==> src/rtl/lvds_rx_iq_framer_pkg.sv <==
// Shared constants and FSM encoding for the LVDS I/Q symbol framer.
// Build option LVDS_RX_FRAMER_STATS_EN (see top) adds statistics counters.
package lvds_rx_iq_framer_pkg;

  localparam logic [1:0] I_SYNC     = 2'b10;
  localparam logic [1:0] Q_SYNC     = 2'b01;
  localparam int         SYM_W      = 2;
  localparam int         FRAME_SYMS = 7;
  localparam int         BODY_W     = SYM_W * FRAME_SYMS;
  localparam logic [2:0] LAST_SYM   = 3'(FRAME_SYMS - 1);

  typedef enum logic [2:0] {
    ST_HUNT       = 3'd0,
    ST_I_BODY     = 3'd1,
    ST_Q_SYNC_CHK = 3'd2,
    ST_Q_BODY     = 3'd3,
    ST_I_SYNC_CHK = 3'd4
  } framer_state_e;

endpackage

==> src/rtl/lvds_rx_sym_shifter.sv <==
// Seven-symbol shift register; first received symbol ends up in the MSBs.
module lvds_rx_sym_shifter
  import lvds_rx_iq_framer_pkg::*;
(
  input  logic              clk_i,
  input  logic              rst_b_i,
  input  logic              clear_i,
  input  logic              load_i,
  input  logic [SYM_W-1:0]  sym_i,
  output logic [BODY_W-1:0] data_o
);

  logic [BODY_W-1:0] data_q;
  logic [BODY_W-1:0] data_d;

  always_comb begin
    data_d = data_q;
    if (clear_i) begin
      data_d = '0;
    end else if (load_i) begin
      data_d = {data_q[BODY_W-SYM_W-1:0], sym_i};
    end
  end

  always_ff @(posedge clk_i) begin
    if (!rst_b_i) begin
      data_q <= '0;
    end else begin
      data_q <= data_d;
    end
  end

  assign data_o = data_q;

endmodule

==> src/rtl/lvds_rx_iq_framer.sv <==
// Frames 2-bit modem symbols into I/Q sample words and writes them as a pair.
// Define LVDS_RX_FRAMER_STATS_EN to add frame/drop/sync-error counters.
module lvds_rx_iq_framer
  import lvds_rx_iq_framer_pkg::*;
#(
  parameter int DATA_WIDTH      = 16,
  parameter int SYNC_LOSS_LIMIT = 3
) (
  input  logic                  clk_i,
  input  logic                  rst_b_i,
  input  logic                  sym_valid_i,
  input  logic [1:0]            sym_i,
  input  logic                  fifo_full_i,
  output logic                  fifo_wr_en_o,
  output logic [DATA_WIDTH-1:0] fifo_data_o,
  output logic                  locked_o,
  output logic                  drop_o,
  output logic                  sync_err_o
`ifdef LVDS_RX_FRAMER_STATS_EN
  ,
  output logic [31:0]           frame_cnt_o,
  output logic [15:0]           drop_cnt_o,
  output logic [15:0]           sync_err_cnt_o
`endif
);

  localparam int              ERR_W    = $clog2(SYNC_LOSS_LIMIT + 1);
  localparam logic [ERR_W-1:0] ERR_LAST = ERR_W'(SYNC_LOSS_LIMIT - 1);
  localparam logic [ERR_W-1:0] ERR_SAT  = ERR_W'(SYNC_LOSS_LIMIT);

  framer_state_e     state_q, state_d;
  logic [2:0]        cnt_q, cnt_d;
  logic              i_load, i_clear, q_load, q_clear;
  logic              frame_done, sync_err;
  logic [BODY_W-1:0] i_data, q_data;

  // Handshake: the FIFO is written on every cycle fifo_wr_en_o is high; a
  // pair is only started when fifo_full_i is low in its I-word cycle, after
  // which the Q word two cycles later is committed unconditionally.
  logic              ph1_q, ph2_q, ph3_q;
  logic              wr_i, wr_q;
  logic [BODY_W-1:0] q_hold_q;
  logic [DATA_WIDTH-1:0] data_last_q;

  logic              locked_q, locked_d;
  logic [ERR_W-1:0]  err_cnt_q, err_cnt_d;
  logic              sync_err_q;

  lvds_rx_sym_shifter u_i_shift (
    .clk_i   (clk_i),
    .rst_b_i (rst_b_i),
    .clear_i (i_clear),
    .load_i  (i_load),
    .sym_i   (sym_i),
    .data_o  (i_data)
  );

  lvds_rx_sym_shifter u_q_shift (
    .clk_i   (clk_i),
    .rst_b_i (rst_b_i),
    .clear_i (q_clear),
    .load_i  (q_load),
    .sym_i   (sym_i),
    .data_o  (q_data)
  );

  always_comb begin
    state_d    = state_q;
    cnt_d      = cnt_q;
    i_load     = 1'b0;
    i_clear    = 1'b0;
    q_load     = 1'b0;
    q_clear    = 1'b0;
    frame_done = 1'b0;
    sync_err   = 1'b0;
    if (sym_valid_i) begin
      case (state_q)
        ST_HUNT: begin
          if (sym_i == I_SYNC) begin
            state_d = ST_I_BODY;
            cnt_d   = '0;
            i_clear = 1'b1;
          end
        end
        ST_I_BODY: begin
          i_load = 1'b1;
          if (cnt_q == LAST_SYM) begin
            cnt_d   = '0;
            state_d = ST_Q_SYNC_CHK;
          end else begin
            cnt_d = cnt_q + 3'd1;
          end
        end
        ST_Q_SYNC_CHK: begin
          if (sym_i == Q_SYNC) begin
            state_d = ST_Q_BODY;
            cnt_d   = '0;
            q_clear = 1'b1;
          end else begin
            sync_err = 1'b1;
            state_d  = ST_HUNT;
          end
        end
        ST_Q_BODY: begin
          q_load = 1'b1;
          if (cnt_q == LAST_SYM) begin
            cnt_d      = '0;
            frame_done = 1'b1;
            state_d    = ST_I_SYNC_CHK;
          end else begin
            cnt_d = cnt_q + 3'd1;
          end
        end
        ST_I_SYNC_CHK: begin
          if (sym_i == I_SYNC) begin
            state_d = ST_I_BODY;
            cnt_d   = '0;
            i_clear = 1'b1;
          end else begin
            sync_err = 1'b1;
            state_d  = ST_HUNT;
          end
        end
        default: begin
          state_d = ST_HUNT;
          cnt_d   = '0;
        end
      endcase
    end
  end

  // The I shifter cannot change before the cycle after the I write, so the
  // I word is read straight from it; the Q body is snapshotted for later.
  assign wr_i = ph1_q & ~fifo_full_i;
  assign wr_q = ph3_q;

  always_comb begin
    fifo_data_o = data_last_q;
    if (wr_i) begin
      fifo_data_o = DATA_WIDTH'({I_SYNC, i_data});
    end else if (wr_q) begin
      fifo_data_o = DATA_WIDTH'({Q_SYNC, q_hold_q});
    end
  end

  assign fifo_wr_en_o = wr_i | wr_q;
  assign drop_o       = ph1_q & fifo_full_i;

  always_comb begin
    locked_d  = locked_q;
    err_cnt_d = err_cnt_q;
    if (frame_done) begin
      locked_d  = 1'b1;
      err_cnt_d = '0;
    end else if (sync_err) begin
      if (err_cnt_q >= ERR_LAST) begin
        locked_d  = 1'b0;
        err_cnt_d = ERR_SAT;
      end else begin
        err_cnt_d = err_cnt_q + 1'b1;
      end
    end
  end

  always_ff @(posedge clk_i) begin
    if (!rst_b_i) begin
      state_q     <= ST_HUNT;
      cnt_q       <= '0;
      ph1_q       <= 1'b0;
      ph2_q       <= 1'b0;
      ph3_q       <= 1'b0;
      q_hold_q    <= '0;
      data_last_q <= '0;
      locked_q    <= 1'b0;
      err_cnt_q   <= '0;
      sync_err_q  <= 1'b0;
    end else begin
      state_q    <= state_d;
      cnt_q      <= cnt_d;
      ph1_q      <= frame_done;
      ph2_q      <= wr_i;
      ph3_q      <= ph2_q;
      locked_q   <= locked_d;
      err_cnt_q  <= err_cnt_d;
      sync_err_q <= sync_err;
      if (ph1_q) begin
        q_hold_q <= q_data;
      end
      if (fifo_wr_en_o) begin
        data_last_q <= fifo_data_o;
      end
    end
  end

  assign locked_o   = locked_q;
  assign sync_err_o = sync_err_q;

`ifdef LVDS_RX_FRAMER_STATS_EN
  logic [31:0] frame_cnt_q;
  logic [15:0] drop_cnt_q;
  logic [15:0] sync_err_cnt_q;

  // Counters wrap naturally at their maximum.
  always_ff @(posedge clk_i) begin
    if (!rst_b_i) begin
      frame_cnt_q    <= '0;
      drop_cnt_q     <= '0;
      sync_err_cnt_q <= '0;
    end else begin
      if (wr_i)       frame_cnt_q    <= frame_cnt_q + 32'd1;
      if (drop_o)     drop_cnt_q     <= drop_cnt_q + 16'd1;
      if (sync_err_q) sync_err_cnt_q <= sync_err_cnt_q + 16'd1;
    end
  end

  assign frame_cnt_o    = frame_cnt_q;
  assign drop_cnt_o     = drop_cnt_q;
  assign sync_err_cnt_o = sync_err_cnt_q;
`else
  // Statistics counters are not built in this configuration.
`endif

endmodule

==> config.mk <==
export PLATFORM = sky130hd
export DESIGN_NAME = lvds_rx_iq_framer
export DESIGN_NICKNAME = d
export VERILOG_FILES = /design/src/rtl/lvds_rx_iq_framer_pkg.sv /design/src/rtl/lvds_rx_sym_shifter.sv /design/src/rtl/lvds_rx_iq_framer.sv
export SDC_FILE = /design/constraint.sdc
export NUM_CORES = 1
export LEC_CHECK = 0
export ABC_CLOCK_PERIOD_IN_PS = 1400
export CAP_MARGIN = 20
export CORE_MARGIN = 1
export CORE_UTILIZATION = 50
export DETAILED_ROUTE_END_ITERATION = 16
export PLACE_DENSITY = 0.69
export SYNTH_ARGS = -nofsm -noshare
export SYNTH_HDL_FRONTEND = slang
export SYNTH_HIERARCHICAL = 1
export SYNTH_SLANG_ARGS = --single-unit
==> constraint.sdc <==
create_clock -name clk_i -period 1.4 [get_ports clk_i]
set_input_delay 0.21 -clock clk_i [delete_from_list [all_inputs] [get_ports clk_i]]
set_output_delay 0.21 -clock clk_i [all_outputs]
set_load 0.05 [all_outputs]
==> results of run 1 <==
-- what timing repair did --
| action | in CTS | in global routing |
|---|---|---|
| pin swaps | 0 | 1 |
| gates resized for setup | 8 | 16 |
| endpoints found under the setup margin | 18 | 49 |
| gates cloned | 0 | 1 |
| buffers inserted | 5 | 2 |
-- cell usage after synthesis (2+ instances only) --
| cell | n | area share (%) |
|---|---|---|
| sky130_fd_sc_hd__a21oi_1 | 2 | 0.34 |
| sky130_fd_sc_hd__a31oi_1 | 3 | 0.63 |
| sky130_fd_sc_hd__and2_1 | 21 | 4.4 |
| sky130_fd_sc_hd__buf_12 | 2 | 1.4 |
| sky130_fd_sc_hd__buf_2 | 7 | 1.2 |
| sky130_fd_sc_hd__buf_4 | 3 | 0.76 |
| sky130_fd_sc_hd__buf_6 | 2 | 0.76 |
| sky130_fd_sc_hd__clkbuf_1 | 4 | 0.51 |
| sky130_fd_sc_hd__dfxtp_1 | 71 | 48 |
| sky130_fd_sc_hd__inv_1 | 5 | 0.63 |
| sky130_fd_sc_hd__mux2i_1 | 56 | 19 |
| sky130_fd_sc_hd__nand2_1 | 20 | 2.5 |
| sky130_fd_sc_hd__nand2b_1 | 5 | 1.1 |
| sky130_fd_sc_hd__nand3b_1 | 2 | 0.51 |
| sky130_fd_sc_hd__nor2_1 | 37 | 4.7 |
| sky130_fd_sc_hd__nor2b_1 | 17 | 3.6 |
| sky130_fd_sc_hd__nor2b_2 | 2 | 0.59 |
| sky130_fd_sc_hd__nor3_1 | 3 | 0.51 |
| sky130_fd_sc_hd__o21a_1 | 2 | 0.51 |
| sky130_fd_sc_hd__o21ai_0 | 18 | 3.0 |
| sky130_fd_sc_hd__o22ai_1 | 2 | 0.42 |
| sky130_fd_sc_hd__or3_1 | 2 | 0.42 |
| sky130_fd_sc_hd__or4_1 | 2 | 0.51 |
-- final cells by class --
cell class | instances | area (um2)
clock inverters | 6 | 70.1
multi-input cells | 208 | 1580
inverters | 5 | 18.8
well taps | 72 | 90.1
repair buffers | 57 | 836
fillers | 395 | 1460
flip-flops and latches | 71 | 1430
clock buffers | 10 | 128
-- kinds of logic (layout without fill, tap and decap cells) --
kind of cell           count (synthesis)  in the layout  synth area share, %
AO/OA/AOI/OAI                         33             33                 6.84
buffers and inverters                 24             78                 5.37
flip-flops                            71             71                 48.0
multiplexers                          56             56                 18.9
AND/OR/NAND/NOR                      119            119                 20.9
-- report_power, final --
part	total (mW)	switching [mW]	internal (mW)
Sequential	2.03	0.00498	2.02
Combinational	0.157	0.0806	0.0769
Clock	1.64	0.809	0.833
-- flip-flops by register name, indices dropped and copies added, names as in the netlist --
name,cells
data_last_q,16
q_hold_q,14
u_i_shift/data_o,14
u_q_shift/data_o,14
cnt_q,3
state_q,3
err_cnt_q,2
locked_o,1
ph1_q,1
ph2_q,1
ph3_q,1
sync_err_o,1
-- worst paths after layout --
path | cells past startpoint | endpoint | from
max | 5 | fifo_data_o[12] | ph1_q
min | 1 | ph3_q | ph2_q
max reg2reg | 5 | u_i_shift/data_o[13] | state_q[2]
min reg2reg | 1 | ph3_q | ph2_q
-- per-layer routing --
layer	track usage [%]	up-vias	wire, um
met5	0	-	0
met4	7.64	0	72
met3	4.25	6	189
met2	40.3	44	3370
met1	28.4	1083	3090
li1	-	1124	-
-- stage by stage --
step	TNS, ns	setup WS (ns)	instance area [um2]	utilization (%)
after floorplan	-0.243	-0.0734	3120	-
after global placement	-12.90	-0.274	3750	66.9
after detailed placement	-14.30	-0.308	3750	66.9
after CTS	-4.19	-0.264	4050	72.2
after global routing	-5.46	-0.341	4140	73.9
final	-4.03	-0.252	4140	73.9
==> metrics list, run 1 <==
- The H-tree was split into 3 levels.
* Cell family contributing the most delay on the critical path: flip-flops
* Wire length reported by the detailed router: 6.72 mm
- Global route overflow: 0
- The most numerous cell type found on the critical path is sky130_fd_sc_hd__buf_12.
* Worst-path cell with the longest stage delay: sky130_fd_sc_hd__dfxtp_2
* Sinks on the clock net: 71
* Clock-pin slew on the worst setup and hold paths: 0.08 ns
- The die covers 0.00623 mm2.
* Post-Syn Nets: 309
- IO buf count: 25
- Post-route DRC: 0
- Reported leakage power: 1.46 nW
- The initial utilization of the core area, before any placement, comes to 52.8%.
* Layout net count: 358
- The library cell used most frequently in the layout, excluding fill and tap cells, is sky130_fd_sc_hd__dfxtp_1.
- Pin count of the biggest net entering global routing: 18
* Async set-reset flop share out of synthesis: 0%
- Number of global-route vias before repair: 2246
- The final reports fail on negative setup slack.
- The worst pin sits at a relative slew slack of 80.3%.
- PwrDens: 923 mW/mm2
* Netlist area before placement: 0.00296 mm2
- Placeable core area: 0.00561 mm2
- The synthesized design contains 71 register bits.
* Row cnt: 27
* Number of detailed-routing iterations run before antenna repair: 4
- Clock root buffer master: sky130_fd_sc_hd__clkbuf_8
* Most frequent cells in the layout: sky130_fd_sc_hd__dfxtp_1 (68), sky130_fd_sc_hd__mux2i_1 (52), sky130_fd_sc_hd__nor2_1 (34), sky130_fd_sc_hd__buf_12 (29), sky130_fd_sc_hd__and2_1 (21)
* Class of the most critical setup path: reg -> out
- The detail route stage leaves a number of antenna-violating nets equal to 0.
* Detailed placement HPWL: 4.45 mm
- Die Span Y: 79.0 um
- Counting along the longest clock path gives a buffer depth of 2.
- At the worst endpoint, the required time is 1.19 ns.
* I/O pin count: 26
* CP bufs+invs: 2
* Wire per inst: 15.7 um
* Worst Path Arrival: 1.44 ns
- The smallest clock period supported by the final layout is computed as 1.65 ns.
* Hold buffer count at CTS: 0
* Class of the worst hold path: reg -> reg
* Worst stage delay on the critical path: 0.34 ns
- The flow ran to the end, but the final reports show violations.
- The tightest hold path in the finished design has a slack of 0.442 ns.
- Detailed-route vias per instance: 5.26
- Filler-free cell count of the finished design: 429
- Portion of the clock cycle consumed by the worst path in the final layout: 118%
- Average cell area after synthesis: 9.77 um2
* Largest vdd supply drop: 0.591 mV
* Clock insertion delay at the later pin of the skew report: 0.34 ns
- Max Fclk: 605 MHz
- Clock skew on the completed layout was measured at 0.00768 ns.
- Sequential-to-total area share from yosys stat: 48.0%
- After synthesis, the netlist uses 38 different library cells.
* Reg-to-reg slack, setup: 0.03 ns
- The die is 79.0 um wide.
- Setup violations remaining at the end of the flow were counted as 18.
- The detailed router finished its first iteration with 88 violations.
- Global routing consumed, over all layers together, 23.1% of the routing resources.
- The number of failing hold endpoints at the final stage was 0.
- Max-slew violation total from the final report: 0
- TritonCTS built the clock tree.
- Counting flops with a built-in enable in the synthesized netlist gives 0.
* Number of inserted diodes: 0
* Crit path cell chain: nor2b_4 -> buf_12 -> nand2_1 -> o21ai_4 -> buf_12
* Synthesis-to-finish area growth: 39.9%
* Final Wtd Congestion: 0.842
* Share of post-route cells with drive strength above 1: 29.7%
- Total power consumption of the routed design: 3.82 mW
* Worst Path Max Fanout: 13
* TritonCTS Buffers: 9
* Ys Warns: 6
- Element type at the critical path start: flip-flop
- Endpoint type of the worst setup path: output port
- Gate Count Post-Synth: 303
* Worst path setup slack after routing: -0.252 ns
* Unrepaired setup endpoints after global routing: yes
- Number of maximum-capacitance violations: 0
- Pin slew with the least headroom to its limit: 0.296 ns
- The first global-routing pass estimated 11.0 mm of wire.
- For this run, the leading register cell type out of synthesis is sky130_fd_sc_hd__dfxtp_1.
- Inst Count DP: 405
- Overall via count from detail_route: 2257
* Initial antenna violation count: 0
Power figures use the tool's default switching activity.
==> run 2: changes to the inputs <==
- PLACE_DENSITY: 0.69 -> unset
- PLACE_DENSITY_LB_ADDON: unset -> 0.08
==> run 2 against run 1 <==
Compared with the run above:
- the flow still finishes with violations (negative setup slack)
- final area rose by 3.3%
- final cell count grew 1.9%
- via count is 2.7% higher
- clock skew increased by 0.0032 ns
- maximum frequency down 0.92%
- first-iteration DRC count up 11%
- sequential share of layout area decreased by 0.95 points
- total power is 8.8% higher
- global-route usage is 1.8 points higher
- utilization up 2.4 points
- sequential power about the same
- critical path type is now in -> out
- critical endpoint is now fifo_data_o[10]
- highest routed layer unchanged
==> metrics list, run 2 (synthesis results as in run 1) <==
* Smallest hold slack: 0.386 ns (-0.0553 ns)
- Total power consumption of the routed design: 4.16 mW (+8.8%)
* Clock root buffer master: sky130_fd_sc_hd__clkbuf_8
- The worst register-to-register path begins at state_q[2].
* Pin count of the biggest net entering global routing: 22 (+4)
- Critical Path Stages: 6 (+1)
- The site row count was 27 (unchanged).
- Violated checks: negative setup slack
- The post-detailed-routing wire length came to 7.15 mm (+6.5%).
- The number of flip-flops in the largest register is 16 (unchanged).
- Layout Utilization: 76.3% (+2.4 points)
- The leakage power summed over all cells is 1.52 nW (+3.7%).
- The count of routing violations after the opening detailed-route iteration is 98 (+11%).
- The count of final max-slew check failures came to 0 (unchanged).
* H-Tree Depth: 3 (unchanged)
- The height of the die was 79.0 um (unchanged).
- Worst path setup slack after routing: -0.267 ns (-0.0153 ns)
- The transition time at the pin with the least slew margin came to 0.353 ns (+0.0571 ns).
- The reported max-cap violation count is 0 (unchanged).
* Leading cell type in the layout, fill and taps excluded: sky130_fd_sc_hd__dfxtp_1
* Worst endpoint required time: 1.19 ns (about the same)
- The worst setup path is captured at an output port.
- TritonCTS clock tree: done
- Wire per inst: 16.4 um (+4.5%)
* Outcome: finished, violations left
* Die Footprint: 0.00623 mm2 (unchanged)
- Leaving out fill and tap cells, the most frequent cells in the layout are sky130_fd_sc_hd__dfxtp_1 (65), sky130_fd_sc_hd__mux2i_1 (47), sky130_fd_sc_hd__nor2_1 (34), sky130_fd_sc_hd__buf_4 (27), sky130_fd_sc_hd__buf_12 (25).
* Effective utilization at floorplan: 52.8% (unchanged)
- The HPWL after detailed placement came to 4.44 mm (-0.16%).
- Final Critical Period: 1.67 ns (+0.0153 ns)
- The hold buffer count at cts is 0 (unchanged).
* Post-route DRC: 0 (unchanged)
- Detailed-route vias per instance: 5.31 (+0.87%)
* Largest vdd supply drop: 0.744 mV (+26%)
- Hold path start: sym_valid_i
* Sinks on the clock net: 71 (unchanged)
- The CTS clock-pin slew for the worst setup and hold paths came to 0.08 ns (about the same).
* WHS Path Cells: 4 (+3)
- Placeable core area: 0.00561 mm2 (unchanged)
- The worst setup path is of the in -> out kind.
- Worst slew slack as a fraction of its limit: 76.4% (-3.9 points)
- The most critical setup path has its startpoint at fifo_full_i.
* Post-route cell area: 0.00428 mm2 (+3.3%)
- The antenna diode count came to 0 (unchanged).
* Final-report hold violation count: 0 (unchanged)
* Worst-path cell with the longest stage delay: sky130_fd_sc_hd__clkdlybuf4s50_1
- Relative to the synthesized area, the layout overhead comes to 44.5%.
* Worst stage delay on the critical path: 0.52 ns (+0.18 ns)
- The final-stage net count came to 366 (+2.2%).
- I/O pin count: 26 (unchanged)
- Element type at the critical path start: input port
* Worst Path Max Fanout: 19 (+6)
- Worst setup slack before clock tree synthesis: -0.322 ns (-0.0135 ns)
* Number of nets still failing antenna checks after routing: 0 (unchanged)
* Die outline width: 79.0 um (unchanged)
- Number of global-route vias before repair: 2369 (+5.5%)
- Crit path cell chain: clkdlybuf4s50_1 -> nor2b_4 -> buf_12 -> buf_4 -> o21ai_4 -> buf_12
- The buffering stage count on the worst path with inverters included came to 4 (+2).
* Critical Path Most Common Cell: sky130_fd_sc_hd__buf_12
- Cell family contributing the most delay on the critical path: buffers and inverters
- R2R cell count: 5 (unchanged)
- Unrepaired setup endpoints after global routing: yes
- The number of input and output port buffers inserted was 25 (unchanged).
- The register cell area after layout came to 0.00143 mm2 (+0.44%).
* Final worst clock skew: 0.0109 ns (+0.00321 ns)
- Initial antenna violation count: 0 (unchanged)
* GR Util All Layers: 24.8% (+1.8 points)
* TritonCTS Buffers: 9 (unchanged)
- Share of post-route cells with drive strength above 1: 33.7% (+4.0 points)
- The via count is 2319 (+2.7%).
- The setup-violating endpoint count in the final report came to 18 (unchanged).
* Max Fclk: 600 MHz (-0.92%)
- In this run the worst hold path is classified as in -> reg.
- Worst Path Arrival: 1.46 ns (+0.02 ns)
- Portion of the clock cycle consumed by the worst path in the final layout: 119% (+1.1 points)
- First-pass GRT wire length: 11.8 mm (+7.1%)
- The number of iterations in the first detailed-routing pass came to 4 (unchanged).
* Area of the multi-input gates: 0.00163 mm2 (+3.6%)
* Clock insertion delay at the later pin of the skew report: 0.34 ns (about the same)
- Ranked by flip-flop count, first place goes to data_last_q.
- The deepest clock path buffer count was 2 (unchanged).
* Placed instance area: 0.00376 mm2 (+0.13%)
* PwrDens: 972 mW/mm2 (+5.4%)
* Global route overflow: 0 (unchanged)
* Final Wtd Congestion: 0.864 (+2.6%)
- Count of fill cells added during filler insertion: 368 (-6.8%)
-- run 2: metrics by stage --
step | std cells | TNS, ns
finish | 437 | -4.11
global route | 437 | -5.18
CTS | 433 | -4.29
detailed placement | 409 | -15.27
global placement | 409 | -14.43
floorplan | 303 | -0.243
-- run 2: final timing paths --
path / endpoint / slack [ns]
worst min register to register: ph3_q / 0.46
worst max register to register: err_cnt_q[0] / 0.02
worst min-delay path: state_q[1] / 0.39
worst max-delay path: fifo_data_o[10] / -0.27
-- run 2: layer usage --
metal  vias up  track usage [%]  part of all wire, %
met5         -                0                    0
met4         0             12.2                  2.7
li1       1136                -                    -
met1      1114             28.7                   43
met2        53             44.5                   52
met3        16             3.56                  3.0
-- run 2: worst reg2reg max path: stages (launching register included) --
cell                      delay [ns]
sky130_fd_sc_hd__dfxtp_2        0.35
sky130_fd_sc_hd__buf_6          0.14
sky130_fd_sc_hd__nor2b_2        0.20
sky130_fd_sc_hd__a22oi_2        0.11
sky130_fd_sc_hd__or3_1          0.36
sky130_fd_sc_hd__o211a_1        0.13
-- run 2: where the power goes --
part | internal, mW | switching [mW]
registers | 2.02 | 0.00565
logic | 0.0762 | 0.0816
clock network | 1.19 | 0.794
-- run 2: layout make-up --
cell class / count / area share (%)
multi-input cells: 208 / 38.1
flip-flops and latches: 71 / 33.4
repair buffers: 65 / 20.1
clock inverters: 7 / 2.84
well taps: 72 / 2.10
clock buffers: 9 / 2.89
inverters: 5 / 0.438
-- run 2: timing repair --
action                     CTS  global route
pin swaps                    1             4
cloned                       1             0
buffers inserted             7             4
gates resized for setup     23            19
setup endpoints to repair   20            38
==> run 3: changes to the inputs <==
- ABC_CLOCK_PERIOD_IN_PS: 1400 -> 1850
- clock period: 1.4 -> 1.85 ns (I/O delays scaled with it)
==> run 3 against run 2 <==
Compared with the run above:
- the flow now finishes without violations
- critical path depth decreased by 1
- clock power is 34% lower
- sequential cell count unchanged
- final area is 8.9% lower
- total power down 29%
- non-clock buffer count is 13 lower
- critical path type is now reg -> out
- largest cell class is now flip-flops and latches
==> metrics list, run 3 (synthesis results as in run 1) <==
* Outcome: complete, no violations
* TritonCTS Buffers: 9 (unchanged)
* Worst-path cell with the longest stage delay: sky130_fd_sc_hd__dfxtp_2
- Largest vdd supply drop: 0.549 mV (-26%)
* Met2 track utilization from global routing: 35.7% (-8.8 points)
- Row cnt: 27 (unchanged)
- Worst Path Arrival: 1.53 ns (+0.07 ns)
* Share of post-route cells with drive strength above 1: 21.1% (-13 points)
- Placeable core area: 0.00561 mm2 (unchanged)
- WHS Path Cells: 1 (-3)
* Largest register by flop count: data_last_q
- The total negative slack for setup checks was 0 ns (+4.11 ns).
- Die outline width: 79.0 um (unchanged)
- Walking the worst path, the cells encountered are nor2b_4 -> clkbuf_16 -> nand2_1 -> o21ai_1 -> buf_12.
- Total power consumption of the routed design: 2.96 mW (-29%)
- Sinks on the clock net: 71 (unchanged)
- Starting DRC count in detailed routing: 173 (+77%)
- Post-route cell area: 0.00390 mm2 (-8.9%)
* PwrDens: 759 mW/mm2 (-22%)
* Setup crit start: ph1_q
- Overall via count from detail_route: 2205 (-4.9%)
* Class of the worst hold path: reg -> reg
- The global-route wire length before repair came to 10.1 mm (-14%).
- Most used routing layer: met2
* Worst endpoint required time: 1.57 ns (+0.38 ns)
- The global-route track usage on met1 came to 27.1% (-1.5 points).
* Origin of the critical flop-to-flop path: state_q[2]
- The clock latency at the later pin of the worst-skew pair is 0.34 ns (about the same).
* Filler-free cell count of the finished design: 423 (-3.2%)
- Clock root buffer master: sky130_fd_sc_hd__clkbuf_8
- The remaining antenna violation count after routing is 0 (unchanged).
- The number of flip-flops in the largest register came to 16 (unchanged).
- Clock-pin slew on the worst setup and hold paths: 0.08 ns (about the same)
- The number of failing hold endpoints at the final stage is 0 (unchanged).
- The setup-violating endpoint count in the final report was 0 (-18).
- The number of antenna violations at the first check in global routing was 0 (unchanged).
* TritonCTS clock tree: done
- The deepest clock path buffer count was 2 (unchanged).
- The placement-stage cell area was 0.00358 mm2 (-4.8%).
* Effective utilization at floorplan: 52.8% (unchanged)
* Element type at the critical path start: flip-flop
- Synthesis-to-finish area growth: 31.6%
- Setup repair after global routing could not meet its margin everywhere.
- The library cell used most frequently in the layout, excluding fill and tap cells, is sky130_fd_sc_hd__dfxtp_1.
- The placed cell count was 404 (-1.2%).
* Global routing usage on met3: 3.45% (-0.11 points)
- Count of fill cells added during filler insertion: 422 (+15%)
- Number of inserted diodes: 0 (unchanged)
- Portion of the clock cycle consumed by the worst path in the final layout: 97.8%
- Post-route DRC: 0 (unchanged)
- Smallest hold slack: 0.441 ns (+0.0542 ns)
- The weighted congestion reported at the end of routability-driven placement was 0.820 (-5.1%).
- Number of maximum-capacitance violations: 0 (unchanged)
- IO buf count: 25 (unchanged)
- Worst stage delay on the critical path: 0.35 ns (-0.17 ns)
* Final worst clock skew: 0.0144 ns (+0.00353 ns)
- Most frequent cells in the layout: sky130_fd_sc_hd__dfxtp_1 (69), sky130_fd_sc_hd__mux2i_1 (54), sky130_fd_sc_hd__nor2_1 (37), sky130_fd_sc_hd__buf_12 (23), sky130_fd_sc_hd__and2_1 (21)
- I/O pin count: 26 (unchanged)
- Pin count of the biggest net entering global routing: 33 (+50%)
- Detailed-route vias per instance: 5.21 (-1.8%)
- Number of detailed-routing iterations run before antenna repair: 4 (unchanged)
- The post-detailed-routing wire length was 6.42 mm (-10%).
- Hold path start: ph2_q
* Detailed placement HPWL: 4.20 mm (-5.4%)
* Endpoint type of the worst setup path: output port
- Hold buffer count at CTS: 0 (unchanged)
- Wire per inst: 15.2 um (-7.2%)
- Max Fclk: 553 MHz
- Class of the most critical setup path: reg -> out
- The worst path needs 1.81 ns of the cycle, external delays included.
- The leakage power summed over all cells came to 1.40 nW (-8.0%).
- The global-route usage over all layers is 21.3% (-3.5 points).
- Layout Utilization: 69.5% (-6.8 points)
- The tightest slew margin relative to the limit is 67.3% (-9.1 points).
- The number of levels in the clock H-tree was 3 (unchanged).
- Pin slew with the least headroom to its limit: 0.489 ns (+0.136 ns)
- The die area is 0.00623 mm2 (unchanged).
- The total congestion overflow is 0 (unchanged).
- Worst Path Max Fanout: 8 (-11)
- Worst setup slack before clock tree synthesis: -0.0273 ns (+0.295 ns)
- The worst setup margin was 0.0408 ns (+0.308 ns).
- The final-stage net count came to 353 (-3.6%).
- The count of final max-slew check failures was 0 (unchanged).
- The via count of the first global-routing pass was 2089 (-12%).
* Die Span Y: 79.0 um (unchanged)
- The depth of the most critical reg-to-reg path came to 5 (unchanged).
==> run 3: cell types whose count changed in the layout (fill, tap and decap cells not counted), sizes merged <==
cell / change
clkinv: +2
bufinv: -1
clkbuf: +3
clkinvlp: -2
clkdlybuf4s50: +2
buf: -18
==> run 3: area by class of cell <==
cell class | instances | area [um2] | area share [%]
clock buffer | 9 | 124 | 3.18
clock inverter | 6 | 86.3 | 2.21
inverter | 5 | 18.8 | 0.481
multi-input combinational | 208 | 1410 | 36.0
sequential | 71 | 1420 | 36.5
tap | 72 | 90.1 | 2.31
timing repair buffer | 52 | 751 | 19.3
==> run 3: critical path: cells and delay by family, from the launching register on <==
kind / cells / cell delay [ns]
buffers and inverters: 2 / 0.38
flip-flops: 1 / 0.35
AND/OR/NAND/NOR: 2 / 0.32
AO/OA/AOI/OAI: 1 / 0.16
==> run 3: per-layer routing <==
metal	vias up	share of wire, %
li1	1109	-
met1	1041	47
met2	48	49
met3	7	2.8
met4	0	1.4
met5	-	0
==> run 3: what timing repair did <==
item,in CTS,in global routing
setup buffers,0,1
resized for setup,2,15
endpoints found under the setup margin,2,14
gates cloned,0,3
==> run 3: final timing paths <==
check	end	slack, ns
max	fifo_data_o[1]	0.04
min	ph3_q	0.44
max reg2reg	u_q_shift/data_o[13]	0.38
min reg2reg	ph3_q	0.44
==> run 3: power by group <==
| group | leakage (nW) | switching [mW] | internal [mW] |
|---|---|---|---|
| Sequential | 0.573 | 0.00443 | 1.53 |
| Clock | 0.105 | 0.565 | 0.749 |
| Combinational | 0.717 | 0.0564 | 0.0525 |
